--- src/rtl/control_unit.sv ---
// -----------------------------------------------------------------------------
// control_unit
//
// Sequencer for a matrix-multiply datapath. It fetches one instruction at a
// time, decodes it, and drives the register file, the operand fetch unit and
// the compute array through the states FETCH, DECODE, LDA, LDB, EXEC, STORE,
// RETIRE and HALT. Every output is registered. Each output value is computed
// together with the next state, so it is valid for the whole cycle of the
// state it belongs to.
//
// Instruction format: opcode = INSTR[31:28], operand address A = INSTR[AW-1:0]
//   0x0 NOP, 0x1 LOADA, 0x2 LOADB, 0x3 MUL, 0x4 STORE, 0xF HALT, others = NOP
//
// Parameters
//   N     matrix dimension; LOADB reads N consecutive rows
//   REGN  register-file depth; address width AW = $clog2(REGN/2)
//
// Ports
//   CLK         clock, all state changes on the rising edge
//   RSTN        synchronous reset, active HIGH despite its name
//   INSTR       current instruction, valid in the DECODE cycle
//   COMP_DONE   one-cycle pulse from the compute array
//   MEM_ADDR    register-file address for reads and writes
//   MEM_RD      read strobe (MAT_IN valid the following cycle)
//   MEM_WR      write strobe for RESULT at MEM_ADDR
//   MATAB_MUX   1 = broadcast MAT_IN into all rows (matrix A)
//   SEQ_B       row index captured by the fetch unit for matrix B
//   COMP_START  one-cycle pulse that starts the compute array
//   DOUT_MUX    drives DATAOUT onto RESULT
//   DONE        one-cycle pulse that advances the program counter
//   HALTED      level, high while halted
// -----------------------------------------------------------------------------
module control_unit #(
    parameter int N    = 16,
    parameter int REGN = 512
) (
    input  logic                          CLK,
    input  logic                          RSTN,
    input  logic [31:0]                   INSTR,
    input  logic                          COMP_DONE,
    output logic [$clog2(REGN/2)-1:0]     MEM_ADDR,
    output logic                          MEM_RD,
    output logic                          MEM_WR,
    output logic                          MATAB_MUX,
    output logic [$clog2(N)-1:0]          SEQ_B,
    output logic                          COMP_START,
    output logic                          DOUT_MUX,
    output logic                          DONE,
    output logic                          HALTED
);

    localparam int AW = $clog2(REGN/2);
    localparam int SW = $clog2(N);
    localparam int CW = $clog2(N+1);   // step counter must reach N

    localparam logic [3:0] OP_NOP   = 4'h0;
    localparam logic [3:0] OP_LOADA = 4'h1;
    localparam logic [3:0] OP_LOADB = 4'h2;
    localparam logic [3:0] OP_MUL   = 4'h3;
    localparam logic [3:0] OP_STORE = 4'h4;
    localparam logic [3:0] OP_HALT  = 4'hF;

    typedef enum logic [2:0] {
        S_FETCH,
        S_DECODE,
        S_LDA,
        S_LDB,
        S_EXEC,
        S_STORE,
        S_RETIRE,
        S_HALT
    } state_t;

    state_t        state;
    logic [AW-1:0] addr_q;   // operand address latched in DECODE
    logic [CW-1:0] cnt;      // LDB row index k; LDA/EXEC "past first cycle" flag

    // Only the opcode and operand-address fields carry meaning here.
    logic unused_instr_bits;
    assign unused_instr_bits = ^INSTR[27:AW];

    always_ff @(posedge CLK) begin
        if (RSTN) begin
            state      <= S_FETCH;
            addr_q     <= '0;
            cnt        <= '0;
            MEM_ADDR   <= '0;
            MEM_RD     <= 1'b0;
            MEM_WR     <= 1'b0;
            MATAB_MUX  <= 1'b0;
            SEQ_B      <= '0;
            COMP_START <= 1'b0;
            DOUT_MUX   <= 1'b0;
            DONE       <= 1'b0;
            HALTED     <= 1'b0;
        end else begin
            // NOTE: these non-blocking defaults are overridden by later
            // assignments in the same block, so each state only names the
            // outputs it raises; SEQ_B is left out on purpose so it holds.
            MEM_ADDR   <= '0;
            MEM_RD     <= 1'b0;
            MEM_WR     <= 1'b0;
            MATAB_MUX  <= 1'b0;
            COMP_START <= 1'b0;
            DOUT_MUX   <= 1'b0;
            DONE       <= 1'b0;
            HALTED     <= 1'b0;

            case (state)
                S_FETCH: begin
                    state <= S_DECODE;
                end

                S_DECODE: begin
                    addr_q <= INSTR[AW-1:0];
                    cnt    <= '0;
                    case (INSTR[31:28])
                        OP_LOADA: begin
                            state    <= S_LDA;
                            MEM_RD   <= 1'b1;
                            MEM_ADDR <= INSTR[AW-1:0];
                        end
                        OP_LOADB: begin
                            state    <= S_LDB;
                            MEM_RD   <= 1'b1;
                            MEM_ADDR <= INSTR[AW-1:0];
                        end
                        OP_MUL: begin
                            state      <= S_EXEC;
                            COMP_START <= 1'b1;
                        end
                        OP_STORE: begin
                            state    <= S_STORE;
                            MEM_WR   <= 1'b1;
                            DOUT_MUX <= 1'b1;
                            MEM_ADDR <= INSTR[AW-1:0];
                        end
                        OP_HALT: begin
                            state  <= S_HALT;
                            HALTED <= 1'b1;
                        end
                        default: begin   // OP_NOP and all unused opcodes
                            state <= S_RETIRE;
                            DONE  <= 1'b1;
                        end
                    endcase
                end

                S_LDA: begin
                    if (cnt == '0) begin
                        // Read data arrives now; broadcast it next cycle.
                        cnt       <= CW'(1);
                        MATAB_MUX <= 1'b1;
                    end else begin
                        state <= S_RETIRE;
                        DONE  <= 1'b1;
                    end
                end

                S_LDB: begin
                    // Row k is read in cycle k and captured in cycle k+1,
                    // so reads and captures overlap over N+1 cycles.
                    if (cnt == CW'(N)) begin
                        state <= S_RETIRE;
                        DONE  <= 1'b1;
                    end else begin
                        cnt   <= cnt + CW'(1);
                        SEQ_B <= cnt[SW-1:0];
                        if (int'(cnt) < N - 1) begin
                            MEM_RD   <= 1'b1;
                            MEM_ADDR <= addr_q + AW'(cnt) + AW'(1);  // wraps mod 2^AW
                        end
                    end
                end

                S_EXEC: begin
                    // A COMP_DONE coincident with COMP_START belongs to an
                    // earlier operation and is ignored.
                    if (cnt == '0) begin
                        cnt <= CW'(1);
                    end else if (COMP_DONE) begin
                        state <= S_RETIRE;
                        DONE  <= 1'b1;
                    end
                end

                S_STORE: begin
                    state <= S_RETIRE;
                    DONE  <= 1'b1;
                end

                S_RETIRE: begin
                    state <= S_FETCH;
                end

                S_HALT: begin
                    HALTED <= 1'b1;
                end

                default: begin
                    state <= S_FETCH;
                end
            endcase
        end
    end

endmodule

--- config.mk ---
export PLATFORM = sky130hd
export DESIGN_NAME = control_unit
export DESIGN_NICKNAME = d
export VERILOG_FILES = /design/src/rtl/control_unit.sv
export SDC_FILE = /design/constraint.sdc
export NUM_CORES = 1
export LEC_CHECK = 0
export ABC_CLOCK_PERIOD_IN_PS = 2400
export CAP_MARGIN = 20
export CORE_MARGIN = 2
export CORE_UTILIZATION = 35
export CTS_BUF_LIST = sky130_fd_sc_hd__clkbuf_8
export DETAILED_ROUTE_END_ITERATION = 8
export PLACE_DENSITY = 0.63
export SLEW_MARGIN = 30
export SYNTH_ARGS = -nofsm -noshare
export SYNTH_HDL_FRONTEND = slang
export SYNTH_SLANG_ARGS = --single-unit
--- constraint.sdc ---
create_clock -name CLK -period 2.4 [get_ports CLK]
set_input_delay 0.48 -clock CLK [delete_from_list [all_inputs] [get_ports CLK]]
set_output_delay 0.48 -clock CLK [all_outputs]
set_load 0.05 [all_outputs]
Yosys cells after proc, flatten, opt, wreduce, memory -nomap -nowiden:

Cells that the tools add are included.

* $lt $le $gt $ge: 1
* equal/unequal tests: 19
* bitwise gates (word level): 3
* $add $sub $neg: 3
* muxes and demuxes: 28
* reductions and logical operators: 13

Operator list (count)
* $mux W8: 3
* $pmux W3 S7: 1
* $pmux W8 S2: 1
* $pmux W3 S5: 1
* $pmux W5 S3: 1
* $eq A3 B3 Y1 const B: 4
* $mux W1: 12
* $mux W3: 4
* $mux W5: 2
* $ne A2 B2 Y1 const B: 5
* $add A8 B1 Y8 const B: 1
* $add A8 B5 Y8: 1
* $eq A4 B2 Y1 const B: 2
* $reduce_or A2 Y1: 4
* $reduce_bool A7 Y1: 1
* $eq A3 B2 Y1 const B: 2
* $add A5 B1 Y5 const B: 1
* $eq A5 B5 Y1 const B: 1
* $logic_not A5 Y1: 1
* $lt A5 B4 Y1 const B: 1
* $pmux W1 S5: 1
* $reduce_and A5 Y1: 1
* $reduce_or A5 Y1: 1
* $eq A4 B1 Y1 const B: 1
* other kinds (11): 14

* output and inout bits: 19
* register bits after elaboration: 34

Logic depth before layout (Yosys ltp):

Gate-level depths: netlist (run 1).

* depth in word-level cells: 5
* mapped depth: 8
* depth with buffers taken out: 8

Least setup slack after synthesis (run 1):

Ideal clock, no wire load.

* path type: register -> register
* from: register cnt[0]
* to: register MEM_ADDR[6]
* setup time: 69 ps
* required time: 2331 ps
* data arrival time: 1656 ps
* slack: 675 ps
* cell stages (with the launch flop): 9
* path buffers: 0
* cells stage by stage: dfxtp_1 inv_1 ha_1 fa_1 nor2b_1 o31a_1 o21ai_0 xor2_1 o21ai_1

* word-level cells in the longest chain between the ends: 5
* elaborated cells on any way between the ends: 7

RTL lines
* from (decl): line 76 `logic [CW-1:0] cnt; // LDB row index k; LDA/EXEC "past first cycle" flag`
* from (signal assigned): line 167 `cnt <= cnt + CW'(1);`
* $add A8 B5 Y8: line 171 `MEM_ADDR <= addr_q + AW'(cnt) + AW'(1);`
* $add A8 B1 Y8: line 171
* $mux W8: line 169 `if (int'(cnt) < N - 1) begin`
* $mux W8 *: line 163 `if (cnt == CW'(N)) begin`
* $pmux W8 S2 *: line 109 `case (state)`
* to (signal assigned): line 121 `MEM_ADDR <= INSTR[AW-1:0];`
* to (signal assigned): line 126 `MEM_ADDR <= INSTR[AW-1:0];`
* to (signal assigned): line 171
* to (decl): line 41 `output logic [$clog2(REGN/2)-1:0] MEM_ADDR,`

Every way passes the cells marked *; elsewhere a longest branch is shown, timed or not.
A chain may end at the register's enable or synchronous reset.

Final worst setup path (run 1):

Same ends and word-level chain as after synthesis.

==> impl_results.md, run 1 <==
- Status: completed
- First-pass GRT wire length: 7.424 mm
- Post-synthesis net count: 283
- Worst Hold Class: reg2reg
- Area delta synth->final: 24.11%
- Via count: approximately 1800
- Max Cap Viol: 0
- XOR/XNOR Fraction of Synth Area: ~3.2%
- Final non-filler cell total: around 340
- Clock net sink count: 34
- Largest family of logic cells by synthesized area: simple AND/OR/NAND/NOR gates
- Post-CTS sizing: 0
- Startpoint types: flip-flop
- Number of flops mapped to enable cells by yosys: 0
- # Post-CTS Setup Buffers: 0
- Req. time, crit path: 2620 ps
- Gr usage total: between 15 and 20%
- Synth Area in Simple Gates: 26.37%
- N_diodes: 0
- DR pass1 iterations: 4
- Max clock buf depth: 2
- Starting Density: 35.59%
- Post-synthesis mux area share: approximately 1.6%
- Hold Vio Cnt, Final: 0
- Pwr per Cell Area: about 840 mW/mm²
- Vias per Instance: ~5.1
- Final Max Slew Viols: 0
- Slew Limit Headroom: 62.59%
- Switch share: roughly two fifths
- Total CTS buffers: 5
- WS Path Type: reg2reg
- Sequential area share after synthesis: 35.16%
- Pleak: 0.0008380 µW
- Minimum clock period: 1982 ps
- Combinational Power Share: between 40 and 50%
- P_sw: between 800 and 900 µW
- FF-to-FF setup slack: 420 ps
- Number of routed nets with antenna violations: 0
- Worst Tran Pin Value: 560.4 ps
- Clock Pin Slew Worst Setup and Hold Paths: 80 ps
- CTS Hold Bufs: 0
- H-tree levels: 2
- Net count reported at finish: 313
- Mapped Area: 0.001936 mm²
- Tcrit/Tclk final: approximately 83%
- Initial DRC Count: 60
- Adder-Cell Fraction of Synth Area: 6.206%
- VDD IR-drop max: 589.8 µV
- Clock Power Share: 21.8%
- FFs w/ async S/R, synth: 0%
- CP arrival: around 2200 ps
- Placed cell count: 334
- Max Freq: 504.5 MHz
- Final Wtd Congestion: 0.8391
- Routed WL: 4.425 mm
- Grt total ovfl: 0
- Initial antenna violation count: 0
- Critical path endpoint category: flip-flop
- Yosys reg bits: 34
- # rows: 27
- Setup TNS: 0 ps
- Clk_lat worst skew: 290 ps
- Layout cell share with drive strength beyond 1: 9.259%
- Die height: 78.37 µm
- Avg WL per Cell: 12.94 µm
- # DRC: 0
- Synthesized area per cell: roughly 8 µm²
- # port buffers: 33
- Vias in the first global route: 1569
- Mapped Cells: 239
- Yosys cell types: 55
- Die ar.: 0.006141 mm²
- Final-layout fill cell count: 543
- Largest net degree at the start of global routing: 21
- Detailed Place HPWL: 3.225 mm
- Main synth FF type: dfxtp_1
- Die W: 78.37 µm
- Yosys warns: 0
- Clk_skew: 10.19 ps
- Core area: 0.005439 mm²
- Synth Area in Compound Gates: 21.33%
- Reg power frac: between 30% and 40%
- CTS root buffer: clkbuf_8
- Unrepaired setup endpoints after global routing: no
- Setup violations, final: 0
- Internal: 1209 µW
- Boundary pin count: 54
- CTS tree: yes
- CP max FO: 6
[synthesized netlist by cell type, types with 3 or more instances]
cell type	instances	area [µm²]
nor4_1	4	25.02
o21ai_1	3	15.01
a211oi_1	3	22.52
a21oi_1	24	120.1
ha_1	8	100.1
o31ai_1	4	30.03
nand2_1	28	105.1
o21a_1	3	22.52
buf_6	3	33.78
nand3_1	7	35.03
nor3_1	6	30.03
mux2i_1	3	30.03
or3_1	3	18.77
inv_1	7	26.28
o21ai_0	9	45.04
clkbuf_1	7	26.28
nor2_1	22	82.58
a31oi_1	4	25.02
xor2_1	5	43.79
buf_2	3	15.01
dfxtp_1	34	680.7
nor2b_1	5	31.28
[state kept, by name, indices dropped and copies added (netlist names)]
| register | flops |
|---|---|
| MEM_ADDR | 8 |
| addr_q | 8 |
| HALTED | 1 |
| COMP_START | 1 |
| MATAB_MUX | 1 |
| SEQ_B | 4 |
| DONE | 1 |
| DOUT_MUX | 1 |
| cnt | 5 |
| MEM_RD | 1 |
| state | 3 |
[metrics by stage]
stage                     instance area, µm²  total power [µW]  hold slack [ps]  setup WS [ps]  utilization, %
after floorplan                         1936              1394            436.3          675.4               -
after global placement                  2307              1588            447.2          360.6           42.42
after detailed placement                2307              1593            456.0          340.9           42.42
after CTS                               2402              2037            466.7          424.7           44.17
after global routing                    2402              2178            486.0          262.5           44.17
final                                   2402              2027            459.9          417.9           44.17
[per-layer routing]
layer  global-route usage [%]  vias to the layer above  wire length (µm)
met5                        0                        -                 0
met4                    6.842                        0                98
met3                    3.333                       12               191
met2                    23.71                       33              1996
met1                    20.10                      812              2139
li1                         -                      902                 -
[power by group through the flow]
stage | clock network [µW] | registers, µW | logic [µW]
floorplan | 0 | 742 | 653
CTS | 453 | 756 | 828
global route | 481 | 772 | 925
detailed placement | 0 | 769 | 824
global placement | 0 | 766 | 822
finish | 441 | 757 | 828
[final timing paths]
check / startpoint / to / cells after the start
hold / removal: addr_q[0] / addr_q[0] / 2
hold reg to reg: addr_q[0] / addr_q[0] / 2
setup / recovery: cnt[0] / MEM_ADDR[6] / 8
setup reg to reg: cnt[0] / MEM_ADDR[6] / 8
[cells by family after synthesis]
| logic type | count (synthesis) |
|---|---|
| AND/OR/NAND/NOR | 98 |
| AO/OA/AOI/OAI | 65 |
| flip-flops | 34 |
| buffers and inverters | 23 |
| adder cells (fa/ha/maj) | 9 |
| XOR/XNOR | 7 |
| multiplexers | 3 |
[placed cells by master, fill, tap and decap left out, types with 3 or more instances in the layout]
master,count
a211oi_1,3
a21oi_1,24
a31oi_1,4
buf_4,6
clkbuf_8,6
clkdlybuf4s50_1,33
dfxtp_1,34
ha_1,8
inv_1,7
mux2i_1,3
nand2_1,28
nand3_1,7
nor2_1,22
nor2b_1,5
nor3_1,6
nor4_1,4
o21a_1,3
o21ai_0,9
o21ai_1,3
o31ai_1,4
or3_1,3
xor2_1,5
[layout make-up]
class / count / area [µm²] / area share [%]
clock inverters: 2 / 12.51 / 0.5208
well taps: 72 / 90.09 / 3.750
flip-flops and latches: 34 / 680.7 / 28.33
clock buffers: 6 / 82.58 / 3.438
inverters: 7 / 26.28 / 1.094
multi-input cells: 182 / 1135 / 47.24
repair buffers: 39 / 375.4 / 15.63
[critical path: stages (launching register included)]
cell and delay, ps:
dfxtp_1 430, inv_1 140, ha_1 230, fa_1 380, nor2b_1 200, o31a_1 170, o21ai_0 100, xor2_1 160
o21ai_1 110
Power figures use the tool's default switching activity.
==> run 2: changes to the inputs <==
ABC_CLOCK_PERIOD_IN_PS = 1750   (was 2400)
PLACE_DENSITY = 0.66   (was 0.63)
clock period = 1.75 ns   (was 2.4 ns; I/O delays follow)
==> impl_results.md, run 2 (synthesized netlist as in run 1, its figures left out) <==
- Pleak: 0.001020 µW (was 0.0008380 µW)
- Vias per Instance: 5.036 (was 5.143)
- Area of the multi-input gates: 0.001190 mm² (was 0.001135 mm²)
- Tcrit/Tclk final: 96.41% (was 82.59%)
- Pwr per Cell Area: 1232 mW/mm² (was 843.8 mW/mm²)
- Most common cell after layout, fill and taps aside: buf_4 (was dfxtp_1)
- H-tree levels: 2 (unchanged)
- Setup violations, final: 0 (unchanged)
- Clk_skew: 4.139 ps (was 10.19 ps)
- Critical path endpoint category: flip-flop (unchanged)
- Die W: 78.37 µm (unchanged)
- Routed WL: 4.840 mm (was 4.425 mm)
- DR pass1 iterations: 4 (unchanged)
- Largest net degree at the start of global routing: 17 (was 21)
- Boundary pin count: 54 (unchanged)
- Most frequent cells in the layout: 49 x buf_4, 31 x dfxtp_1, 28 x nand2_1 (was 34 x dfxtp_1, 33 x clkdlybuf4s50_1, 28 x nand2_1)
- FF-to-FF setup slack: 60 ps (was 420 ps)
- Clock net sink count: 34 (unchanged)
- Max Freq: 592.7 MHz (was 504.5 MHz)
- Hold Crit Depth: 2 (unchanged)
- Detailed Place HPWL: 3.528 mm (was 3.225 mm)
- Initial DRC Count: 47 (was 60)
- N_diodes: 0 (unchanged)
- First-pass GRT wire length: 7.879 mm (was 7.424 mm)
- Slew Limit Headroom: 76.11% (was 62.59%)
- Core area: 0.005439 mm² (unchanged)
- Worst hold slack: 463.1 ps (was 459.9 ps)
- Total power: 3252 µW (was 2027 µW)
- Status: completed (unchanged)
- Sequential cell area: 684.4 µm² (was 680.7 µm²)
- Die ar.: 0.006141 mm² (unchanged)
- Startpoint types: flip-flop (unchanged)
- Max Cap Viol: 0 (unchanged)
- # rows: 27 (unchanged)
- Total CTS buffers: 5 (unchanged)
- Minimum clock period: 1687 ps (was 1982 ps)
- Critical-path cell list: inv_4, ha_4, or4b_4, a21oi_4, o21ai_1, xor2_1, nor2_2 (was inv_1, ha_1, fa_1, nor2b_1, o31a_1, o21ai_0, xor2_1, o21ai_1)
- CTS root buffer: clkbuf_8 (unchanged)
- CTS tree: yes (unchanged)
- Req. time, crit path: 1940 ps (was 2620 ps)
- Area delta synth->final: 36.33% (was 24.11%)
- Number of routed nets with antenna violations: 0 (unchanged)
- CP max-delay cell: or4b_4 (was dfxtp_1)
- Gr usage total: 16.39% (was 15.20%)
- CP max FO: 5 (was 6)
- Die height: 78.37 µm (unchanged)
- VDD IR-drop max: 723.5 µV (was 589.8 µV)
- Initial antenna violation count: 0 (unchanged)
- Max clock buf depth: 2 (unchanged)
- Hold Vio Cnt, Final: 0 (unchanged)
- Clk_lat worst skew: 290 ps (about the same)
- CP arrival: 1870 ps (was 2210 ps)
- # port buffers: 33 (unchanged)
- Regs by FF count: MEM_ADDR x8, addr_q x8, cnt x5 (unchanged)
- Final Wtd Congestion: 0.8082 (was 0.8391)
- Via count: 1843 (was 1759)
- Critical Path Max Stage Delay: 500 ps (was 430 ps)
- Net count reported at finish: 337 (was 313)
- Vias in the first global route: 1689 (was 1569)
- # DRC: 0 (unchanged)
- Starting Density: 35.59% (unchanged)
- Final-layout fill cell count: 514 (was 543)
- Worst Tran Pin Value: 355.1 ps (was 560.4 ps)
- Avg WL per Cell: 13.22 µm (was 12.94 µm)
- Worst reg2reg path depth: 7 (was 8)
- Worst Hold Class: reg2reg (unchanged)
- WS Path Type: reg2reg (unchanged)
- Layout cell share with drive strength beyond 1: 27.55% (was 9.259%)
- Final Max Slew Viols: 0 (unchanged)
- Clock Pin Slew Worst Setup and Hold Paths: 70 ps (was 80 ps)
- Grt total ovfl: 0 (unchanged)
-- run 2: cell count changes in the layout (fill, tap and decap cells not counted), sizes merged --
cell	previous run	this run
bufinv	0	2
clkdlybuf4s50	33	14
clkbuf	6	5
clkinvlp	1	0
buf	6	49
-- run 2: final cells by class --
cell class                      count  share of cell area (%)
Multi-Input combinational cell    182                   45.09
Sequential cell                    34                   25.94
Timing Repair Buffer               63                   19.25
Tap cell                           72                   3.414
Clock buffer                        5                   2.608
Clock inverter                      3                   2.608
Inverter                            7                   1.091
-- run 2: repair_timing --
action / 4_1_cts / 5_1_grt
gates resized for setup: 5 / 16
cloned: 0 / 0
pin swaps: 0 / 5
hold buffers: 0 / 0
setup buffers: 0 / 3
setup endpoints to repair: 4 / 8
-- run 2: report_power, final --
| part | total (µW) | switching [µW] | leakage [µW] | internal, µW |
|---|---|---|---|---|
| Combinational | 1400 | 790 | 0.000675 | 605 |
| Sequential | 982 | 105 | 0.000277 | 878 |
| Clock | 873 | 303 | 0.0000683 | 571 |
| Total | 3250 | 1200 | 0.00102 | 2050 |
-- run 2: worst paths after layout --
path / start / to
worst max-delay path: cnt[0] / cnt[2]
worst min-delay path: addr_q[0] / addr_q[0]
worst max register to register: cnt[0] / cnt[2]
worst min register to register: addr_q[0] / addr_q[0]
-- run 2: through the flow --
step	cell area, µm²	utilization [%]	setup slack (ps)	setup TNS (ps)	std cells
4_1_cts	2570	47.25	2.028	0	364
6_report	2639	48.52	62.85	0	366
3_5_place_dp	2425	44.58	-60.68	-183.7	356
5_1_grt	2639	48.52	-0.7905	-0.7905	366
2_1_floorplan	1936	-	25.38	0	239
3_3_place_gp	2425	44.58	-50.32	-120.3	356
-- run 2: critical path: cells and delay by family (launching register included) --
kind / cells / cell delay (ps)
simple gates: 2 / 540
flops: 1 / 340
compound gates: 2 / 300
xor+xnor: 1 / 160
fa+ha+maj: 1 / 140
buf+inv: 1 / 90
-- run 2: routing by layer --
layer	track usage [%]	vias up	share of wire (%)
met5	0	-	0
met4	8.421	0	2.0
met3	4.598	10	5.0
met2	24.91	43	45
met1	21.16	835	48
li1	-	955	-
